[src/rtl/pin_id_uart_tx.sv]
// ============================================================================
// Module   : pin_id_uart_tx
// Brief    : Pin-identification UART transmitter. Every bit of pin_out carries
//            a repeating UART frame whose data byte is that pin's own index,
//            so a probe on any trace reveals its bus bit position.
// Config   : PIN_ID_PARITY_EN - adds an even-parity bit after the data (8E1);
//            left undefined the frame is 8N1 with no parity logic.
// Revision : 1.0 - initial release
// ============================================================================
`default_nettype none

module pin_id_uart_tx #(
    parameter int unsigned CLK_HZ   = 25000000,
    parameter int unsigned BAUD     = 115200,
    parameter int unsigned NUM_PINS = 163,
    parameter int unsigned GAP_BITS = 2
) (
    input  logic                clk25,
    input  logic                rst_,
    input  logic                ena,
    output logic [NUM_PINS-1:0] pin_out,
    output logic                busy,
    output logic                frame_done,
    output logic [15:0]         frame_cnt
);

    localparam int unsigned c_DIV = CLK_HZ / BAUD;
    localparam int unsigned c_CW  = (c_DIV < 2) ? 1 : $clog2(c_DIV);

    localparam logic [c_CW-1:0] c_BAUD_LAST = c_CW'(c_DIV - 1);
    // frame_done is registered, so it is armed one cycle before the last cycle
    localparam logic [c_CW-1:0] c_DONE_AT   = c_CW'(c_DIV - 2);
    localparam bit              c_HAS_GAP   = (GAP_BITS != 0);
    localparam logic [3:0]      c_LAST_GAP  = (GAP_BITS == 0) ? 4'd0 : 4'(GAP_BITS - 1);

    // Parameter legality checks, evaluated at elaboration
    if (NUM_PINS < 1 || NUM_PINS > 256) begin : g_bad_pins
        $error("pin_id_uart_tx: NUM_PINS must be 1..256");
    end
    if (c_DIV < 2) begin : g_bad_div
        $error("pin_id_uart_tx: CLK_HZ/BAUD must be at least 2");
    end
    if (GAP_BITS > 15) begin : g_bad_gap
        $error("pin_id_uart_tx: GAP_BITS must be 0..15");
    end

`ifdef PIN_ID_PARITY_EN
    typedef enum logic [2:0] {
        ST_IDLE   = 3'd0,
        ST_START  = 3'd1,
        ST_DATA   = 3'd2,
        ST_PARITY = 3'd3,
        ST_STOP   = 3'd4,
        ST_GAP    = 3'd5
    } state_t;
`else
    typedef enum logic [2:0] {
        ST_IDLE   = 3'd0,
        ST_START  = 3'd1,
        ST_DATA   = 3'd2,
        ST_STOP   = 3'd4,
        ST_GAP    = 3'd5
    } state_t;
`endif

    // Bus pattern for data bit b: pin i drives bit b of its own 8-bit index
    function automatic logic [NUM_PINS-1:0] f_data_pat(input logic [2:0] b);
        logic [NUM_PINS-1:0] p;
        logic [7:0]          idx;
        for (int i = 0; i < NUM_PINS; i++) begin
            idx  = 8'(i);
            p[i] = idx[b];
        end
        return p;
    endfunction

`ifdef PIN_ID_PARITY_EN
    // Bus pattern for the even-parity bit of each pin's index
    function automatic logic [NUM_PINS-1:0] f_parity_pat();
        logic [NUM_PINS-1:0] p;
        logic [7:0]          idx;
        for (int i = 0; i < NUM_PINS; i++) begin
            idx  = 8'(i);
            p[i] = ^idx;
        end
        return p;
    endfunction
`endif

    state_t              state_q, state_d;
    logic [c_CW-1:0]     baud_q, baud_d;
    logic [3:0]          bit_q, bit_d;
    logic [NUM_PINS-1:0] pin_q, pin_d;
    logic                busy_q, busy_d;
    logic                done_q, done_d;
    logic [15:0]         cnt_q, cnt_d;
    logic                w_bit_end;
    logic                w_frame_end;
    logic                w_last_mark;

    // State and output registers; every output comes straight from a flop
    always_ff @(posedge clk25 or negedge rst_) begin
        if (!rst_) begin
            state_q <= ST_IDLE;
            baud_q  <= '0;
            bit_q   <= '0;
            pin_q   <= '1;
            busy_q  <= 1'b0;
            done_q  <= 1'b0;
            cnt_q   <= '0;
        end else begin
            state_q <= state_d;
            baud_q  <= baud_d;
            bit_q   <= bit_d;
            pin_q   <= pin_d;
            busy_q  <= busy_d;
            done_q  <= done_d;
            cnt_q   <= cnt_d;
        end
    end

    // Next-state, bit timing and next bus value
    always_comb begin
        state_d     = state_q;
        baud_d      = baud_q + 1'b1;
        bit_d       = bit_q;
        pin_d       = pin_q;
        busy_d      = busy_q;
        done_d      = 1'b0;
        cnt_d       = cnt_q;
        w_frame_end = 1'b0;
        w_bit_end   = (baud_q == c_BAUD_LAST);
        w_last_mark = ((state_q == ST_STOP) && !c_HAS_GAP) ||
                      ((state_q == ST_GAP) && (bit_q == c_LAST_GAP));

        case (state_q)
            ST_IDLE: begin
                baud_d = '0;
                if (ena) begin
                    state_d = ST_START;
                    pin_d   = '0;
                    busy_d  = 1'b1;
                end
            end
            ST_START: begin
                if (w_bit_end) begin
                    state_d = ST_DATA;
                    baud_d  = '0;
                    bit_d   = 4'd0;
                    pin_d   = f_data_pat(3'd0);
                end
            end
            ST_DATA: begin
                if (w_bit_end) begin
                    baud_d = '0;
                    if (bit_q == 4'd7) begin
                        bit_d   = 4'd0;
`ifdef PIN_ID_PARITY_EN
                        state_d = ST_PARITY;
                        pin_d   = f_parity_pat();
`else
                        state_d = ST_STOP;
                        pin_d   = '1;
`endif
                    end else begin
                        bit_d = bit_q + 4'd1;
                        pin_d = f_data_pat(bit_q[2:0] + 3'd1);
                    end
                end
            end
`ifdef PIN_ID_PARITY_EN
            ST_PARITY: begin
                if (w_bit_end) begin
                    state_d = ST_STOP;
                    baud_d  = '0;
                    pin_d   = '1;
                end
            end
`endif
            ST_STOP: begin
                if (w_bit_end) begin
                    baud_d = '0;
                    if (c_HAS_GAP) begin
                        state_d = ST_GAP;
                        bit_d   = 4'd0;
                    end else begin
                        w_frame_end = 1'b1;
                    end
                end
            end
            ST_GAP: begin
                if (w_bit_end) begin
                    baud_d = '0;
                    if (bit_q == c_LAST_GAP) begin
                        w_frame_end = 1'b1;
                    end else begin
                        bit_d = bit_q + 4'd1;
                    end
                end
            end
            default: begin
                state_d = ST_IDLE;
                baud_d  = '0;
                bit_d   = '0;
                pin_d   = '1;
                busy_d  = 1'b0;
            end
        endcase

        // Frame boundary: ena decides between a back-to-back frame and idle
        if (w_frame_end) begin
            bit_d = '0;
            if (ena) begin
                state_d = ST_START;
                pin_d   = '0;
                busy_d  = 1'b1;
            end else begin
                state_d = ST_IDLE;
                pin_d   = '1;
                busy_d  = 1'b0;
            end
        end

        // Pulse and count on the final cycle of the last mark bit
        if (w_last_mark && (baud_q == c_DONE_AT)) begin
            done_d = 1'b1;
            cnt_d  = cnt_q + 16'd1;
        end
    end

    assign pin_out    = pin_q;
    assign busy       = busy_q;
    assign frame_done = done_q;
    assign frame_cnt  = cnt_q;

endmodule

`default_nettype wire
[config.mk]
export PLATFORM = sky130hd
export DESIGN_NAME = pin_id_uart_tx
export DESIGN_NICKNAME = d
export VERILOG_FILES = /design/src/rtl/pin_id_uart_tx.sv
export SDC_FILE = /design/constraint.sdc
export NUM_CORES = 1
export LEC_CHECK = 0
export CAP_MARGIN = 20
export CORE_ASPECT_RATIO = 1.4
export CORE_UTILIZATION = 35
export CTS_CLUSTER_SIZE = 8
export DETAILED_ROUTE_END_ITERATION = 12
export GPL_ROUTABILITY_DRIVEN = 0
export HOLD_SLACK_MARGIN = 0.06
export SLEW_MARGIN = 20
export SYNTH_ARGS = -nofsm -noshare
export SYNTH_HDL_FRONTEND = slang
export SYNTH_SLANG_ARGS = --single-unit
[constraint.sdc]
create_clock -name clk25 -period 4.1 [get_ports clk25]
set_input_delay 0.82 -clock clk25 [delete_from_list [all_inputs] [get_ports clk25]]
set_output_delay 0.82 -clock clk25 [all_outputs]
set_load 0.005 [all_outputs]
# Yosys cells after proc, flatten, opt, wreduce, memory -nomap -nowiden
# Memory sizes are Yosys's and may differ from the RTL's.
# Index checks and enable logic that the tools add are counted.
[totals] out_inout_bits=181 rom_bits=1304 memories=163 inputBits=3 word_cells=400 register_bits=196
[memory_table] name="(name not given)" words=8 word_bits=1 rd=1 rd_ports_with_merged_regs=0 write_ports=0 line_no="72" rtl="p[i] = idx[b];"
[memory_table] name="(name not given)" words=8 word_bits=1 rd=1 rd_ports_with_merged_regs=0 write_ports=0 line_no="72"
[memory_table] name="(name not given)" words=8 word_bits=1 rd=1 rd_ports_with_merged_regs=0 write_ports=0 line_no="72"
[memory_table] name="(name not given)" words=8 word_bits=1 rd=1 rd_ports_with_merged_regs=0 write_ports=0 line_no="72"
[memory_table] name="(name not given)" words=8 word_bits=1 rd=1 rd_ports_with_merged_regs=0 write_ports=0 line_no="72"
[memory_table] name="(name not given)" words=8 word_bits=1 rd=1 rd_ports_with_merged_regs=0 write_ports=0 line_no="72"
[memory_table] name="+157 memories"
[classes] muxes=195 n_addsub=4 eq_ne=20 reduce_logical=10 order_cmp=1
[ops] cell="two-way mux 163 bit" n=6
[ops] cell="case mux 163 bit (4 select lines)" n=1
[ops] cell="two-way mux 1 bit" n=171
[ops] cell="two-way mux 4 bit" n=6
[ops] cell="inequality test 3 bit, second input constant" n=7
[ops] cell="two-way mux 3 bit" n=6
[ops] cell="adder 16 x 1 -> 16 bit, second input constant" n=1
[ops] cell="== test 8 bit, second input constant" n=2
[ops] cell="two-way mux 8 bit" n=2
[ops] cell="case mux 4 bit (4 select lines)" n=1
[ops] cell="case mux 3 bit (5 select lines)" n=1
[ops] cell="adder 8 x 1 -> 8 bit, second input constant" n=1
[ops] cell="== test 3 bit, second input constant" n=2
[ops] cell="AND reduction 6 bit" n=1
[ops] cell="AND reduction 5 bit" n=1
[ops] cell="adder 4 x 1 -> 4 bit, second input constant" n=1
[ops] cell="== test 4 x 1 -> 1 bit, second input constant" n=1
[ops] cell="== test 4 x 3 -> 1 bit, second input constant" n=1
[ops] cell="< comparator 3 x 4 -> 1 bit, second input constant" n=1
[ops] cell="inequality test 2 x 1 -> 1 bit, second input constant" n=2
[ops] cell="inequality test 2 bit, second input constant" n=2
[ops] cell="AND reduction 4 bit" n=1
[ops] cell="OR reduction 2 bit" n=2
[ops] cell="OR reduction 4 bit" n=1
[ops] cell="other kinds (8)" n=9

# Depth between registers and ports, before layout
[depth] word_depth=7 depth_mapped=10 ltp_nobuf=8

# Worst setup path after synthesis
# No wires, ideal clock.
[synth_timing] path_kind="register -> register" start="reg bit_q[0]" end="reg pin_q[100], in the netlist pin_out[100]" path_slack_ns=1.208 t_arrival_ns=2.826 synth_period_minus_slack_ns=2.892 path_stages_with_launch=11 path_buffers=2 required_time_ns=4.034 setup_time_ns=0.066 cell_sequence="dfrtp_1 ha_1 clkbuf_1 inv_1 ha_1 clkbuf_1 nor4b_2 nand2_1 nand2_1 nand3_1 nand3_1"
[synth_via] elab_chain_len=7 word_cells_on_any_way=17 classes_between="add/sub (1); eq/ne (6); mux (8); reduce/logical (1); memory (1)"
[synth_rtl] item="start: declaration" line_no="92" rtl="logic [3:0] bit_q, bit_d;"
[synth_rtl] item="start signal: assignment" line_no="114" rtl="bit_q <= bit_d;"
[synth_rtl] item="adder 3 x 1 -> 3 bit" line_no="167" rtl="pin_d = f_data_pat(bit_q[2:0] + 3'd1);"
[synth_rtl] item="memory read (8 x 1 bit)"
[synth_rtl] item="two-way mux 1 bit (implied by the code)" line_no="72"
[synth_rtl] item="two-way mux 163 bit" line_no="156" rtl="if (bit_q == 4'd7) begin"
[synth_rtl] item="two-way mux 163 bit" line_no="154" rtl="if (w_bit_end) begin"
[synth_rtl] item="case mux 163 bit (4 select lines)" line_no="136" rtl="case (state_q)"
[synth_rtl] item="two-way mux 163 bit" line_no="211" rtl="if (w_frame_end) begin"
[synth_rtl] item="end signal: assignment" line_no="115" rtl="pin_q <= pin_d;"
[synth_rtl] item="end: declaration" line_no="93" rtl="logic [NUM_PINS-1:0] pin_q, pin_d;"
# Several ways; a longest one is shown, not always the timed one. The select of a mux whose other input is x is not followed.
# A chain may end at the register's enable or synchronous reset.

# Worst setup path in the final report
[layout_timing] start="reg bit_q[1]" end="reg pin_q[106], in the netlist pin_out[106]"
# Same word-level chain as after synthesis.

==> flow_summary_export.csv <==
group,metric,value,unit
setup_path,cpPeakStageDelay,0.59,ns
synth,synth_most_common_cell,"dfstp_2",
synth,ys.flop_type,"dfstp_2",
place,place_ws,0.794,ns
synth,synth.area.top_cells,"dfstp_2 46%, dfrtp_1 8.9%, nand2_1 5.8%",
layout,nFillCells,2464,
route,vias,7618,
setup_path,endpoint_kind,"flip-flop",
clock_network,cts.sinks,196,
run,cap_violations,0,
synth,synth_edf_count,0,
clock_network,htreeDepth,4,
timing,grt_setup_unrepaired,"false",
floorplan,die_w,139,um
synth,yosys_register_bits,196,
clock_network,cts_tree,"built",
setup_path,cp_slowest_cell,"dfrtp_1",
hold_path,min_path_type,"input port to asynchronous set/reset pin",
clock_network,cts_setup_buffers,0,
floorplan,die_y,194,um
layout,area.growth.synth_to_final,29.2,%
route,finalWirelength,29.4,mm
synth,ys_warn_count,0,
synth,syn_inst,903,
timing,period_minus_slack,3.32,ns
setup_path,startpoint_type,"flip-flop",
setup_path,critical_path.cell_chain,"inv_1, ha_1, or3b_4, a22oi_2, o21ai_4, buf_4, o311ai_0",
timing,worst_pin_slew,1.08,ns
setup_path,cp.required,4.41,ns
synth,synth-seq-area-share,0.553,
layout,antenna_cells,0,
timing,finalClockSkew,0.0117,ns
timing,slew_violations,0,
setup_path,critical-path-top-delay-family,"compound AO/OA/AOI/OAI gates",
place,port_buffers,183,
timing,hold_violations,0,
setup_path,cp_max_fo,40,
synth,synth_common_cells,"163 x dfstp_2, 142 x nand2_1, 85 x o21ai_0",
synth,async_flop_share,1.00,
layout,drive_gt1_frac,0.216,
route,drc_errors,0,
global_route,grt_pass1_vias,7579,
power_and_ir_drop,ir_drop,515,uV
clock_network,worstSkewPairLatency,0.45,ns
route,vias_per_cell,5.47,
global_route,grt_overflow_total,0,
floorplan,num_rows,70,
timing,finalSetupViolations,0,
route,wl_per_cell,21.2,um
layout,final_nets,1089,
global_route,grt_use_total,0.222,
clock_network,cts_resized,0,
timing,final.setup.worst_slack,0.777,ns
power_and_ir_drop,p_per_area,825,nW/um2
global_route,grt_start_max_net_pins,90,
clock_network,cts_max_path_buffers,2,
setup_path,arrival,3.63,ns
floorplan,initial_core_util,0.355,
timing,layout_worst_path_cycle_share,0.810,
synth,yosys.area.top_type_share,0.464,
setup_path,crit_buf_inv,2,
timing,fmax,301,MHz
global_route,grt_pass1_wl,45.7,mm
synth,synth_area,9240,um2
floorplan,core_area,26000,um2
clock_network,cts-root-buf,"clkbuf_16",
run_status,outcome,"completed",
layout,utilization,0.459,
synth,synth_top_area_cell,"dfstp_2",
synth,synth_nets,936,
clock_network,cts-buffers-inserted,17,
route,drt_pass1_iterations,5,
route,detail-route-antenna-nets,0,
timing,setup_tns,0,ns
clock_network,cts_hold_buf,0,
floorplan,io_pins,184,
global_route,antenna_found_initial,0,
synth,yosysUniqueCellTypes,61,
power_and_ir_drop,leakage,0.00482,uW
setup_path,critPathKind,"flip-flop to flip-flop",
synth,avgSynthCellArea,10.2,um2
timing,relSlewSlack,0.281,
route,drtIter0Drc,650,
clock_network,clkTransAtPathRegs,0.07,ns
place,hpwl,20.7,mm
floorplan,dieArea,27100,um2
==> sequential cells by signal, indices dropped and copies added, names as in the netlist <==
signal      count
pin_out       163
frame_cnt      16
baud_q          8
bit_q           4
state_q         3
busy            1
frame_done      1
==> area by class of cell <==
class	count	area (um2)	share of cell area
Clock buffer	17	425	0.0357
Multi-Input combinational cell	623	3770	0.316
Inverter	13	48.8	0.00409
Clock inverter	14	144	0.0121
Tap cell	324	405	0.0340
Timing Repair Buffer	205	2030	0.170
Sequential cell	196	5110	0.428
==> path summary, 6_finish.rpt <==
check | start | slack [ns] | endpoint | cells after the start
worst max-delay path | bit_q[1] | 0.78 | pin_out[106] | 7
worst min register to register | pin_out[0] | 0.46 | pin_out[0] | 2
worst min-delay path | rst_ | 0.46 | state_q[2] | 1
worst max register to register | bit_q[1] | 0.78 | pin_out[106] | 7
max in group asynchronous | rst_ | 2.68 | pin_out[103] | 2
min in group clk25 | pin_out[0] | 0.46 | pin_out[0] | 2
==> stage by stage <==
stage | cell area [um2] | cells | hold WS, ns | total power, uW
global route | 11900 | 1392 | 0.480 | 10500
CTS | 11900 | 1392 | 0.463 | 9910
detailed placement | 11400 | 1361 | 0.451 | 8220
floorplan | 9240 | 903 | 0.448 | 5960
finish | 11900 | 1392 | 0.460 | 9850
global placement | 11400 | 1361 | 0.447 | 8150
==> placed cells by master (no fill, tap or decap), types with 5 or more instances in the layout <==
master,count
and2_1,6
inv_1,12
o21ai_1,9
nand3b_1,5
xor2_1,8
a22o_1,25
o22a_1,6
o21ai_0,85
a21oi_1,46
xnor2_1,14
and3_1,8
clkdlybuf4s50_1,182
dfstp_2,163
ha_1,28
nand3_1,34
buf_4,20
clkbuf_16,17
nand4_1,8
nand2_1,142
a31oi_1,13
nor3_1,17
dfrtp_1,33
a221o_1,30
nor2_1,71
o221ai_1,5
o211ai_1,5
==> power breakdown <==
group	internal [uW]	leakage (uW)	total (uW)	switching, uW
clock	857	0.000281	1650	795
sequential	3150	0.00215	3700	551
combinational	2100	0.00239	4500	2400
total	6100	0.00482	9850	3750
==> metal layers <==
layer / vias up / share of wire / track usage
met4: 0 / 0.022 / 0.0782
met5: - / 0 / 0
li1: 3502 / - / -
met2: 278 / 0.48 / 0.349
met1: 3801 / 0.44 / 0.303
met3: 37 / 0.061 / 0.0437
==> kinds of logic (layout without fill, tap and decap cells) <==
family                     after synthesis  in the layout  share of synthesized area
DFF                                    196            196                      0.553
buffers and inverters                   84            249                     0.0391
xor gates and xnor gates                22             22                     0.0209
muxes                                    7              7                    0.00813
AOI/OAI and AO/OA                      250            250                      0.179
adders and majority gates               31             31                     0.0433
and+or+nand+nor                        313            313                      0.157
Power figures use the tool's default switching activity.
